==> config.mk <==
export PLATFORM = sky130hd
export DESIGN_NAME = ddot_pack8_flat
export DESIGN_NICKNAME = d
export VERILOG_FILES = /design/src/rtl/ddot_pkg.sv /design/src/rtl/ddot_pack8_if.sv /design/src/rtl/ddot_lane_bank.sv /design/src/rtl/ddot_pack8.sv /design/src/flat_wrapper.sv
export SDC_FILE = /design/constraint.sdc
export NUM_CORES = 1
export LEC_CHECK = 0
export ABC_AREA = 1
export CORE_MARGIN = 4
export CORE_UTILIZATION = 30
export DETAILED_ROUTE_END_ITERATION = 12
export PLACE_DENSITY = 0.54
export SKIP_LAST_GASP = 1
export SYNTH_ARGS = -nofsm -noshare
export SYNTH_HDL_FRONTEND = slang
export SYNTH_SLANG_ARGS = --single-unit
==> constraint.sdc <==
create_clock -name clk -period 1.9 [get_ports clk]
set_input_delay 0.19 -clock clk [delete_from_list [all_inputs] [get_ports clk]]
set_output_delay 0.19 -clock clk [all_outputs]
set_load 0.01 [all_outputs]
==> src/rtl/ddot_pkg.sv <==
// ddot_pkg: constants and types shared by the dot-product datapath blocks
// (ddot_pack8, ddot_fsmd, downstream accumulator).
//   W         element width (IEEE-754 single)
//   LANES     lanes per block
//   FP32_ZERO +0.0, used for padding short blocks
//   pack_state_e  packer FSM states (FILL, HOLD)
//   blk_meta_t    per-block sideband (last, nlanes)
package ddot_pkg;
  localparam int W     = 32;
  localparam int LANES = 8;
  localparam int IDX_W = $clog2(LANES);
  localparam int NL_W  = IDX_W + 1;

  localparam logic [W-1:0] FP32_ZERO = 32'h0000_0000;

  typedef enum logic {
    FILL = 1'b0,   // pack register accepting elements
    HOLD = 1'b1    // pack register full, waiting for the out slot
  } pack_state_e;

  typedef struct packed {
    logic            last;
    logic [NL_W-1:0] nlanes;
  } blk_meta_t;

  // Real lane count of a block whose final element landed at lane idx.
  function automatic logic [NL_W-1:0] lanes_used(input logic [IDX_W-1:0] idx);
    return NL_W'(idx) + NL_W'(1);
  endfunction
endpackage

==> src/rtl/ddot_pack8_if.sv <==
// ddot_pack8_if: element stream in, lane block out.
//   s_valid/s_x/s_y/s_last/s_ready  scalar (x, y) element stream
//   dot_busy                        downstream stall
//   ready                           one-cycle block issue strobe
//   x0..x7, y0..y7, last, nlanes    issued block
// slave = packer side, master = source/sink side.
interface ddot_pack8_if;
  import ddot_pkg::*;

  logic         s_valid;
  logic [W-1:0] s_x;
  logic [W-1:0] s_y;
  logic         s_last;
  logic         s_ready;
  logic         dot_busy;
  logic         ready;
  logic [W-1:0] x0, x1, x2, x3, x4, x5, x6, x7;
  logic [W-1:0] y0, y1, y2, y3, y4, y5, y6, y7;
  logic         last;
  logic [3:0]   nlanes;

  modport slave (
    input  s_valid, s_x, s_y, s_last, dot_busy,
    output s_ready, ready, last, nlanes,
    output x0, x1, x2, x3, x4, x5, x6, x7,
    output y0, y1, y2, y3, y4, y5, y6, y7
  );

  modport master (
    output s_valid, s_x, s_y, s_last, dot_busy,
    input  s_ready, ready, last, nlanes,
    input  x0, x1, x2, x3, x4, x5, x6, x7,
    input  y0, y1, y2, y3, y4, y5, y6, y7
  );
endinterface

==> src/rtl/ddot_lane_bank.sv <==
// ddot_lane_bank: N x DW register bank.
//   clk, rst     clock, async active-low reset (clears all lanes)
//   i_ld         parallel load of all lanes from i_ld_data (wins over i_we)
//   i_we/i_idx   write i_wdata to lane i_idx
//   i_pad        with i_we: also clear every lane above i_idx (+0.0)
//   o_rd         parallel read; shows the pending indexed write/pad so a
//                completing block can be forwarded in the same cycle.
//                With i_we=0 it is simply the stored contents.
module ddot_lane_bank
  import ddot_pkg::*;
#(
  parameter int N  = LANES,
  parameter int DW = 2*W,
  parameter int IW = $clog2(N)
) (
  input  logic                 clk,
  input  logic                 rst,
  input  logic                 i_ld,
  input  logic [N-1:0][DW-1:0] i_ld_data,
  input  logic                 i_we,
  input  logic [IW-1:0]        i_idx,
  input  logic [DW-1:0]        i_wdata,
  input  logic                 i_pad,
  output logic [N-1:0][DW-1:0] o_rd
);
  logic [N-1:0][DW-1:0] r_q;

  always_comb begin
    o_rd = r_q;
    if (i_we) begin
      for (int i = 0; i < N; i++) begin
        if (i_idx == IW'(i))
          o_rd[i] = i_wdata;
        else if (i_pad && (IW'(i) > i_idx))
          o_rd[i] = '0;           // +0.0 in both halves
      end
    end
  end

  always_ff @(posedge clk or negedge rst) begin
    if (!rst)
      r_q <= '0;
    else if (i_ld)
      r_q <= i_ld_data;
    else if (i_we)
      r_q <= o_rd;
  end
endmodule

==> src/rtl/ddot_pack8.sv <==
// ddot_pack8: packs a scalar (x, y) FP32 stream into 8-lane blocks for
// ddot_fsmd. Short final blocks are zero-padded.
//   clk   rising-edge clock
//   rst   async active-low reset; discards any partial block
//   bus   ddot_pack8_if.slave: element stream in, block out
// Two levels: a pack bank being filled and an out slot being offered.
// A completing element is forwarded straight into the out slot when the
// slot is free (or issuing this cycle); otherwise the pack bank holds it
// and s_ready drops until the slot frees up.
module ddot_pack8
  import ddot_pkg::*;
#(
  parameter int NUM_LANES = LANES
) (
  input  logic          clk,
  input  logic          rst,
  ddot_pack8_if.slave   bus
);
  if (NUM_LANES != 8) begin : g_lanes_chk
    $error("ddot_pack8: NUM_LANES must be 8");
  end

  localparam logic [IDX_W-1:0] LAST_IDX = IDX_W'(LANES-1);

  pack_state_e                r_state;
  logic [IDX_W-1:0]           r_cnt;
  logic                       r_out_full;
  blk_meta_t                  r_pk_meta;
  blk_meta_t                  r_out_meta;

  logic [LANES-1:0][2*W-1:0]  w_pk_rd;
  logic [LANES-1:0][2*W-1:0]  w_out_rd;
  logic                       w_accept;
  logic                       w_complete;
  logic                       w_issue;
  logic                       w_slot_free;
  logic                       w_xfer_fill;
  logic                       w_xfer_hold;
  logic                       w_out_ld;
  blk_meta_t                  w_new_meta;

  assign w_accept    = bus.s_valid && (r_state == FILL);
  assign w_complete  = w_accept && (bus.s_last || (r_cnt == LAST_IDX));
  assign w_issue     = r_out_full && !bus.dot_busy;
  // Slot can take a block if empty or emptying at this edge.
  assign w_slot_free = !r_out_full || w_issue;
  assign w_xfer_fill = w_complete && w_slot_free;
  assign w_xfer_hold = (r_state == HOLD) && w_slot_free;
  assign w_out_ld    = w_xfer_fill || w_xfer_hold;
  assign w_new_meta  = '{last: bus.s_last, nlanes: lanes_used(r_cnt)};

  // Pack bank: pad only on the completing element. In HOLD no write is
  // pending, so w_pk_rd is the held block; in FILL it is the merged
  // block including the element being accepted.
  ddot_lane_bank #(.N(LANES), .DW(2*W)) u_pack (
    .clk       (clk),
    .rst       (rst),
    .i_ld      (1'b0),
    .i_ld_data ('0),
    .i_we      (w_accept),
    .i_idx     (r_cnt),
    .i_wdata   ({bus.s_x, bus.s_y}),
    .i_pad     (w_complete),
    .o_rd      (w_pk_rd)
  );

  // Out slot: loaded whole; lanes hold after issue.
  ddot_lane_bank #(.N(LANES), .DW(2*W)) u_out (
    .clk       (clk),
    .rst       (rst),
    .i_ld      (w_out_ld),
    .i_ld_data (w_pk_rd),
    .i_we      (1'b0),
    .i_idx     ('0),
    .i_wdata   ('0),
    .i_pad     (1'b0),
    .o_rd      (w_out_rd)
  );

  always_ff @(posedge clk or negedge rst) begin
    if (!rst) begin
      r_state    <= FILL;
      r_cnt      <= '0;
      r_out_full <= 1'b0;
      r_pk_meta  <= '0;
      r_out_meta <= '0;
    end else begin
      case (r_state)
        FILL: begin
          if (w_accept) begin
            if (w_complete) begin
              r_cnt <= '0;
              if (!w_slot_free) begin
                r_pk_meta <= w_new_meta;
                r_state   <= HOLD;
              end
            end else begin
              r_cnt <= r_cnt + IDX_W'(1);
            end
          end
        end
        HOLD: if (w_slot_free) r_state <= FILL;
        default: r_state <= FILL;
      endcase

      // A reload at the issue edge keeps the slot full.
      if (w_out_ld) begin
        r_out_full <= 1'b1;
        r_out_meta <= w_xfer_fill ? w_new_meta : r_pk_meta;
      end else if (w_issue) begin
        r_out_full <= 1'b0;
      end
    end
  end

  assign bus.s_ready = (r_state == FILL);
  assign bus.ready   = w_issue;
  assign bus.last    = r_out_meta.last;
  assign bus.nlanes  = r_out_meta.nlanes;

  assign bus.x0 = w_out_rd[0][2*W-1:W];  assign bus.y0 = w_out_rd[0][W-1:0];
  assign bus.x1 = w_out_rd[1][2*W-1:W];  assign bus.y1 = w_out_rd[1][W-1:0];
  assign bus.x2 = w_out_rd[2][2*W-1:W];  assign bus.y2 = w_out_rd[2][W-1:0];
  assign bus.x3 = w_out_rd[3][2*W-1:W];  assign bus.y3 = w_out_rd[3][W-1:0];
  assign bus.x4 = w_out_rd[4][2*W-1:W];  assign bus.y4 = w_out_rd[4][W-1:0];
  assign bus.x5 = w_out_rd[5][2*W-1:W];  assign bus.y5 = w_out_rd[5][W-1:0];
  assign bus.x6 = w_out_rd[6][2*W-1:W];  assign bus.y6 = w_out_rd[6][W-1:0];
  assign bus.x7 = w_out_rd[7][2*W-1:W];  assign bus.y7 = w_out_rd[7][W-1:0];
endmodule

==> src/flat_wrapper.sv <==
// flat-port wrapper written by rule: the top's interface ports become plain ports
module ddot_pack8_flat import ddot_pkg::*;
#(
  parameter int NUM_LANES = LANES
)
  (clk, rst, bus_s_valid, bus_s_x, bus_s_y, bus_s_last, bus_dot_busy, bus_s_ready, bus_ready, bus_last, bus_nlanes, bus_x0, bus_x1, bus_x2, bus_x3, bus_x4, bus_x5, bus_x6, bus_x7, bus_y0, bus_y1, bus_y2, bus_y3, bus_y4, bus_y5, bus_y6, bus_y7);
  ddot_pack8_if bus_i ();
  input  logic clk;
  input  logic rst;
  input wire logic [$bits(bus_i.s_valid)-1:0] bus_s_valid;
  input wire logic [$bits(bus_i.s_x)-1:0] bus_s_x;
  input wire logic [$bits(bus_i.s_y)-1:0] bus_s_y;
  input wire logic [$bits(bus_i.s_last)-1:0] bus_s_last;
  input wire logic [$bits(bus_i.dot_busy)-1:0] bus_dot_busy;
  output wire logic [$bits(bus_i.s_ready)-1:0] bus_s_ready;
  output wire logic [$bits(bus_i.ready)-1:0] bus_ready;
  output wire logic [$bits(bus_i.last)-1:0] bus_last;
  output wire logic [$bits(bus_i.nlanes)-1:0] bus_nlanes;
  output wire logic [$bits(bus_i.x0)-1:0] bus_x0;
  output wire logic [$bits(bus_i.x1)-1:0] bus_x1;
  output wire logic [$bits(bus_i.x2)-1:0] bus_x2;
  output wire logic [$bits(bus_i.x3)-1:0] bus_x3;
  output wire logic [$bits(bus_i.x4)-1:0] bus_x4;
  output wire logic [$bits(bus_i.x5)-1:0] bus_x5;
  output wire logic [$bits(bus_i.x6)-1:0] bus_x6;
  output wire logic [$bits(bus_i.x7)-1:0] bus_x7;
  output wire logic [$bits(bus_i.y0)-1:0] bus_y0;
  output wire logic [$bits(bus_i.y1)-1:0] bus_y1;
  output wire logic [$bits(bus_i.y2)-1:0] bus_y2;
  output wire logic [$bits(bus_i.y3)-1:0] bus_y3;
  output wire logic [$bits(bus_i.y4)-1:0] bus_y4;
  output wire logic [$bits(bus_i.y5)-1:0] bus_y5;
  output wire logic [$bits(bus_i.y6)-1:0] bus_y6;
  output wire logic [$bits(bus_i.y7)-1:0] bus_y7;
  assign bus_i.s_valid = bus_s_valid;
  assign bus_i.s_x = bus_s_x;
  assign bus_i.s_y = bus_s_y;
  assign bus_i.s_last = bus_s_last;
  assign bus_i.dot_busy = bus_dot_busy;
  assign bus_s_ready = bus_i.s_ready;
  assign bus_ready = bus_i.ready;
  assign bus_last = bus_i.last;
  assign bus_nlanes = bus_i.nlanes;
  assign bus_x0 = bus_i.x0;
  assign bus_x1 = bus_i.x1;
  assign bus_x2 = bus_i.x2;
  assign bus_x3 = bus_i.x3;
  assign bus_x4 = bus_i.x4;
  assign bus_x5 = bus_i.x5;
  assign bus_x6 = bus_i.x6;
  assign bus_x7 = bus_i.x7;
  assign bus_y0 = bus_i.y0;
  assign bus_y1 = bus_i.y1;
  assign bus_y2 = bus_i.y2;
  assign bus_y3 = bus_i.y3;
  assign bus_y4 = bus_i.y4;
  assign bus_y5 = bus_i.y5;
  assign bus_y6 = bus_i.y6;
  assign bus_y7 = bus_i.y7;
  ddot_pack8 #(.NUM_LANES(NUM_LANES)) u_core (.clk(clk), .rst(rst), .bus(bus_i));
endmodule
## Word level (Yosys, flattened, before mapping)

Cells that the tools add are included.

- Bits in writable memories: 0
- Word-level logic and storage cells: 89
- Bits in latches: 0
- Output and inout bits: 519
- Input port bits: 69
- Bits in read-only memories: 0
- Memories: 0
- Register bits after elaboration: 1039

- Bitwise gates (word level): 2
- Shifts and indexed selects: 0
- $mul: 0
- Equality and inequality tests: 7
- Multiplexer cells: 25
- Add/sub/neg operators: 2
- Reductions and logical operators: 22
- Div/mod/pow operators: 0
- $lt $le $gt $ge: 8

Operators with widths:

| kind | number |
|---|---|
| 64-bit two-way mux | 16 |
| 512-bit two-way mux | 1 |
| 1-bit logical AND | 13 |
| 3-bit == test (second input constant) | 4 |
| 3-bit greater-than comparator (first input constant) | 4 |
| 3-bit by 2-bit == test with 1-bit output (second input constant) | 2 |
| 1-bit by 3-bit greater-than comparator with 1-bit output (first input constant) | 2 |
| 2-bit by 3-bit greater-than comparator with 1-bit output (first input constant) | 2 |
| 1-bit two-way mux | 5 |
| 5-bit two-way mux | 1 |
| 3-bit by 1-bit adder with 4-bit output (second input constant) | 1 |
| 4-bit AND reduction | 1 |
| 3-bit by 1-bit adder with 3-bit output (second input constant) | 1 |
| 3-bit by 1-bit == test with 1-bit output (second input constant) | 1 |
| 3-bit logical NOT | 1 |
| 1-bit logical OR | 3 |
| 3-bit two-way mux | 1 |
| 1-bit logical NOT | 2 |
| 1-bit NOT | 2 |
| 1-bit case mux with 2 select lines | 1 |
| 2-bit AND reduction | 1 |
| 2-bit nonzero test | 1 |

## Depth between registers and ports, before layout

- Depth in word-level cells: 7
- Depth in mapped cells: 12
- Mapped depth without buffers: 9

## Cells and area by module

A second synthesis with hierarchy kept.

- Cells, all modules: 8045
- Area, all modules: 53692.7 um2

By module, submodules not included:

| module | area an instance (um2) | times used | seq. area each (um2) | cells an instance |
|---|---|---|---|---|
| ddot_lane_bank | 26465.4 | 2 | 12812.3 | 3979 |
| ddot_pack8 | 762.0 | 1 | 375.4 | 87 |

## Worst setup path before layout

Ideal clock, no wire load.

- Path kind: register -> register
- From: register u_core.r_cnt[1]
- To: register u_core.u_out.r_q[0] in the netlist's numbering
- Library setup time: 0.066 ns
- Required time: 1.834 ns
- Clock period less this slack: 2.034 ns
- Buffers on the path: 2
- Cell stages (with the launch flop): 12
- Arrival time: 1.968 ns
- Slack: -0.134 ns
- Cells stage by stage: dfrtp_1 ha_1 ha_1 nor2_1 nor2_4 nand2_4 o21ai_2 inv_2 buf_2 buf_1 nand2_1 nand2_1

- Cells in the longest elaborated chain, start to end: 7
- Elaborated cells between the ends (all ways): 11
- Classes of those cells: order compare (1); eq/ne (1); mux (3); reduce/logical (6)

RTL lines:

| what | line | text |
|---|---|---|
| from (decl) | ddot_pack8.sv:26 | `logic [IDX_W-1:0] r_cnt;` |
| from (signal assigned) | ddot_pack8.sv:98 | `r_cnt <= r_cnt + IDX_W'(1);` |
| parallel branches: the longest is 7 deep, another holds 1-bit by 3-bit greater-than comparator with 1-bit output | n/a |  |
| to (signal assigned) | ddot_lane_bank.sv:44 | `r_q <= i_ld_data;` |
| to (signal assigned) | ddot_lane_bank.sv:46 | `r_q <= o_rd;` |
| to (decl) | ddot_lane_bank.sv:26 | `logic [N-1:0][DW-1:0] r_q;` |

Parallel ways; which one is timed is not known.
A chain may end at the register's enable or synchronous reset.

## Final worst setup path

- From: register u_core.r_cnt[0]
- To: register u_core.u_out.r_q[395] in the netlist's numbering

- Cells in the longest elaborated chain, start to end: 7
- Elaborated cells between the ends (all ways): 11
- Classes of those cells: order compare (1); eq/ne (2); mux (3); reduce/logical (5)

RTL lines:

| what |
|---|
| parallel branches: the longest is 7 deep, another holds 3-bit greater-than comparator |

Parallel ways; which one is timed is not known.

==> flow_summary.ini <==
[critical_path]
crit_type = flip-flop to flip-flop
crit_arrival_ps = 2740
reg2reg_to = u_core.u_out.r_q[395]$_DFFE_PN0P_
critical_path_required_ps = 2520
cp_max_fo = 8
cp-end-kind = flip-flop
start_kind = flip-flop
r2r_start = u_core.r_cnt[0]$_DFFE_PN0P_
r2r_cells = 13
r2r_slack_ps = -220

[yosys]
ys.flop_type = dfrtp_1
ys_seq_area_share_pct = 64.7
ys_ff_latch = 1039
syn_inst = 4613
synth_edf_count = 0
synth_common_cells = 2,668 x nand2_1, 1,039 x dfrtp_1, 451 x nand3_1, 165 x clkbuf_1, 90 x buf_2
synthTopCellsByArea = dfrtp_1 65%, nand2_1 25%, nand3_1 5.6%
syn_nets = 4686
synth.distinct_cells = 20
yosysMostFrequentCell = nand2_1
synth_top_area_cell = dfrtp_1
ys_warn_count = 0
synth.top_cell.area_share_pct = 64.7
syn_area_sq_um = 40200
async_reset_ff_share_pct = 100
avgSynthCellArea_sq_um = 8.71

[timing]
whs_ps = 264
slew-limit-headroom_pct = 61.9
hold_violations = 0
tns_ps = -80370
slew_violations = 0
setup_violations = 742
worst_pin_slew_ps = 572
min_period_ps = 2120
max_freq_mhz = 473
fin_crit_sh_pct = 111
fin_ws_ps = -215
fin_skew_ps = 30.6
rsz0062_at_grt = yes

[die]
io_pins = 588
initial_core_util_pct = 30.2
die-area_sq_um = 140000
rows = 134
fp.dieW_um = 374
core-area_sq_um = 133000
die_h_um = 374

[clock_network]
cts-htree-levels = 3
clk_latency_ps = 730
cts_buffers = 113
clock-root-buffer = clkbuf_16
clock-sinks = 1039
clock_path_buffers = 3
cts_tree = built
cts.clk_slew.worst_paths_ps = 60

[final_layout]
nNetsFinal = 5567
stdcell_area_sq_um = 58800
drive_gt1_share_pct = 14.4
final_cells = 7360
syn2layout_area_growth_pct = 46.3

[global_route]
grt_overflow = 0
grt_antenna_before_repair = 6
grt_util_all_layers_pct = 23.1
grt_pass1_vias = 34802
grt_max_degree = 89
grt_pass1_wl_mm = 242

[placement]
hpwl_mm = 97.5
place_area_sq_um = 50700
port-buffer-count = 587
pre_cts_slack_ps = -299
dp_cells = 6979
place.gp.congestion = 0.788

[drt]
drt_wl_total_mm = 168
drtIter0Drc = 3299
drc = 0
ant_nets = 0
avgRoutedWirePerCell_um = 22.8
vias = 35088
avgViaCountPerCell = 4.77
dr.pass1.iters = 5

[power_and_ir_drop]
powerDensity_nw_per_um2 = 1160
p_leak_nw = 31.3
peakVddDrop_v = 0.000700

[status]
run_status = finished with violations
violations = negative setup slack

[job]
maxCapViolCount = 0

[min_path]
hp-class = input pin to asynchronous set/reset pin
-- cells in the final DEF (no fill, tap or decap), types with 3 or more instances in the layout --
| cell type | count |
|---|---|
| buf_12 | 108 |
| buf_16 | 84 |
| buf_4 | 196 |
| buf_6 | 29 |
| buf_8 | 12 |
| bufbuf_16 | 10 |
| bufinv_16 | 11 |
| clkbuf_1 | 24 |
| clkbuf_16 | 133 |
| clkbuf_8 | 22 |
| clkdlybuf4s50_1 | 576 |
| clkinv_2 | 24 |
| clkinv_4 | 5 |
| clkinvlp_4 | 5 |
| dfrtp_1 | 1036 |
| dfrtp_2 | 3 |
| diode_2 | 3 |
| dlygate4sd2_1 | 8 |
| inv_1 | 76 |
| inv_6 | 3 |
| nand2_1 | 2547 |
| nand2_2 | 102 |
| nand2_4 | 18 |
| nand2_8 | 3 |
| nand3_1 | 433 |
| nand3_2 | 17 |
| nor2_1 | 67 |
| nor2_4 | 8 |
| o21ai_0 | 11 |
-- worst max-delay path, stage by stage, from the launching register on --
cell and delay, ps:
dfrtp_1 400, ha_4 160, ha_4 140, nor2_4 50
nor2_4 180, nand2_4 80, o21ai_4 100, buf_12 210
inv_16 80, buf_16 180, buf_12 140, buf_16 140
nand2_2 50, nand2_1 50
-- report_power, final --
part	internal (mW)	switching, mW
Sequential	25.8	2.33
Clock	13.6	9.51
Combinational	8.13	8.87
-- flip-flops by register name, summed over array words and instances (netlist names) --
| name | cells |
|---|---|
| u_core.bus.nlanes | 4 |
| u_core.r_cnt | 3 |
| u_core.u_pack.r_q | 512 |
| u_core.r_state | 1 |
| u_core.bus.last | 1 |
| u_core.r_pk_meta | 5 |
| u_core.u_out.r_q | 512 |
| u_core.r_out_full | 1 |
-- cells by family (layout without fill, tap and decap cells) --
logic type | count (synthesis) | after routing | synth area share, %
other | 0 | 3 | 0
buffers and inverters | 357 | 1333 | 3.67
DFF | 1039 | 1039 | 64.7
AOI/OAI and AO/OA | 16 | 16 | 0.215
adders and majority gates | 4 | 4 | 0.125
and+or+nand+nor | 3197 | 3197 | 31.3
-- routing by layer --
layer | share of wire, % | GRT usage, % | routed length [um]
met1 | 44 | 32.3 | 73800
met2 | 46 | 36.4 | 77400
met3 | 7.4 | 4.82 | 12500
met4 | 2.4 | 6.08 | 4100
met5 | 0 | 0 | 0
-- what timing repair did --
action,4_1_cts,5_1_grt
pin swaps,65,14
buffers inserted,69,13
hold buffers,2,0
setup endpoints to repair,1162,1188
endpoints found under the hold margin,814,0
gates cloned,71,17
gates resized for setup,252,55
-- stage by stage --
stage / total power, mW / utilization [%]
3_3_place_gp: 42.8 / 38.0
4_1_cts: 68.4 / 43.6
2_1_floorplan: 33.6 / -
5_1_grt: 71.2 / 44.1
3_5_place_dp: 42.9 / 38.0
6_report: 68.3 / 44.1
-- final cells by class --
type                    instances  area [sq um]
fillers                     12860         74500
flip-flops and latches       1039         26000
multi-input cells            3217         13300
repair buffers               1041         13000
clock buffers                 163          3320
well taps                    1768          2210
clock inverters                47           559
inverters                      81           325
repair inverters                1          20.0
diodes                          3          7.51
-- how the worst max path moves through the flow --
stage,startpoint,end,cells past startpoint
final,u_core.r_cnt[0]$_DFFE_PN0P_,u_core.u_out.r_q[395]$_DFFE_PN0P_,13
after CTS,u_core.r_cnt[0]$_DFFE_PN0P_,u_core.u_out.r_q[279]$_DFFE_PN0P_,13
after global placement,bus_s_valid,u_core.u_out.r_q[131]$_DFFE_PN0P_,9
after detailed placement,bus_s_valid,u_core.u_out.r_q[272]$_DFFE_PN0P_,9
after floorplan,u_core.r_cnt[1]$_DFFE_PN0P_,u_core.u_out.r_q[214]$_DFFE_PN0P_,11
after global routing,u_core.r_cnt[0]$_DFFE_PN0P_,u_core.u_out.r_q[403]$_DFFE_PN0P_,13
(Power assumes the default switching activity.)
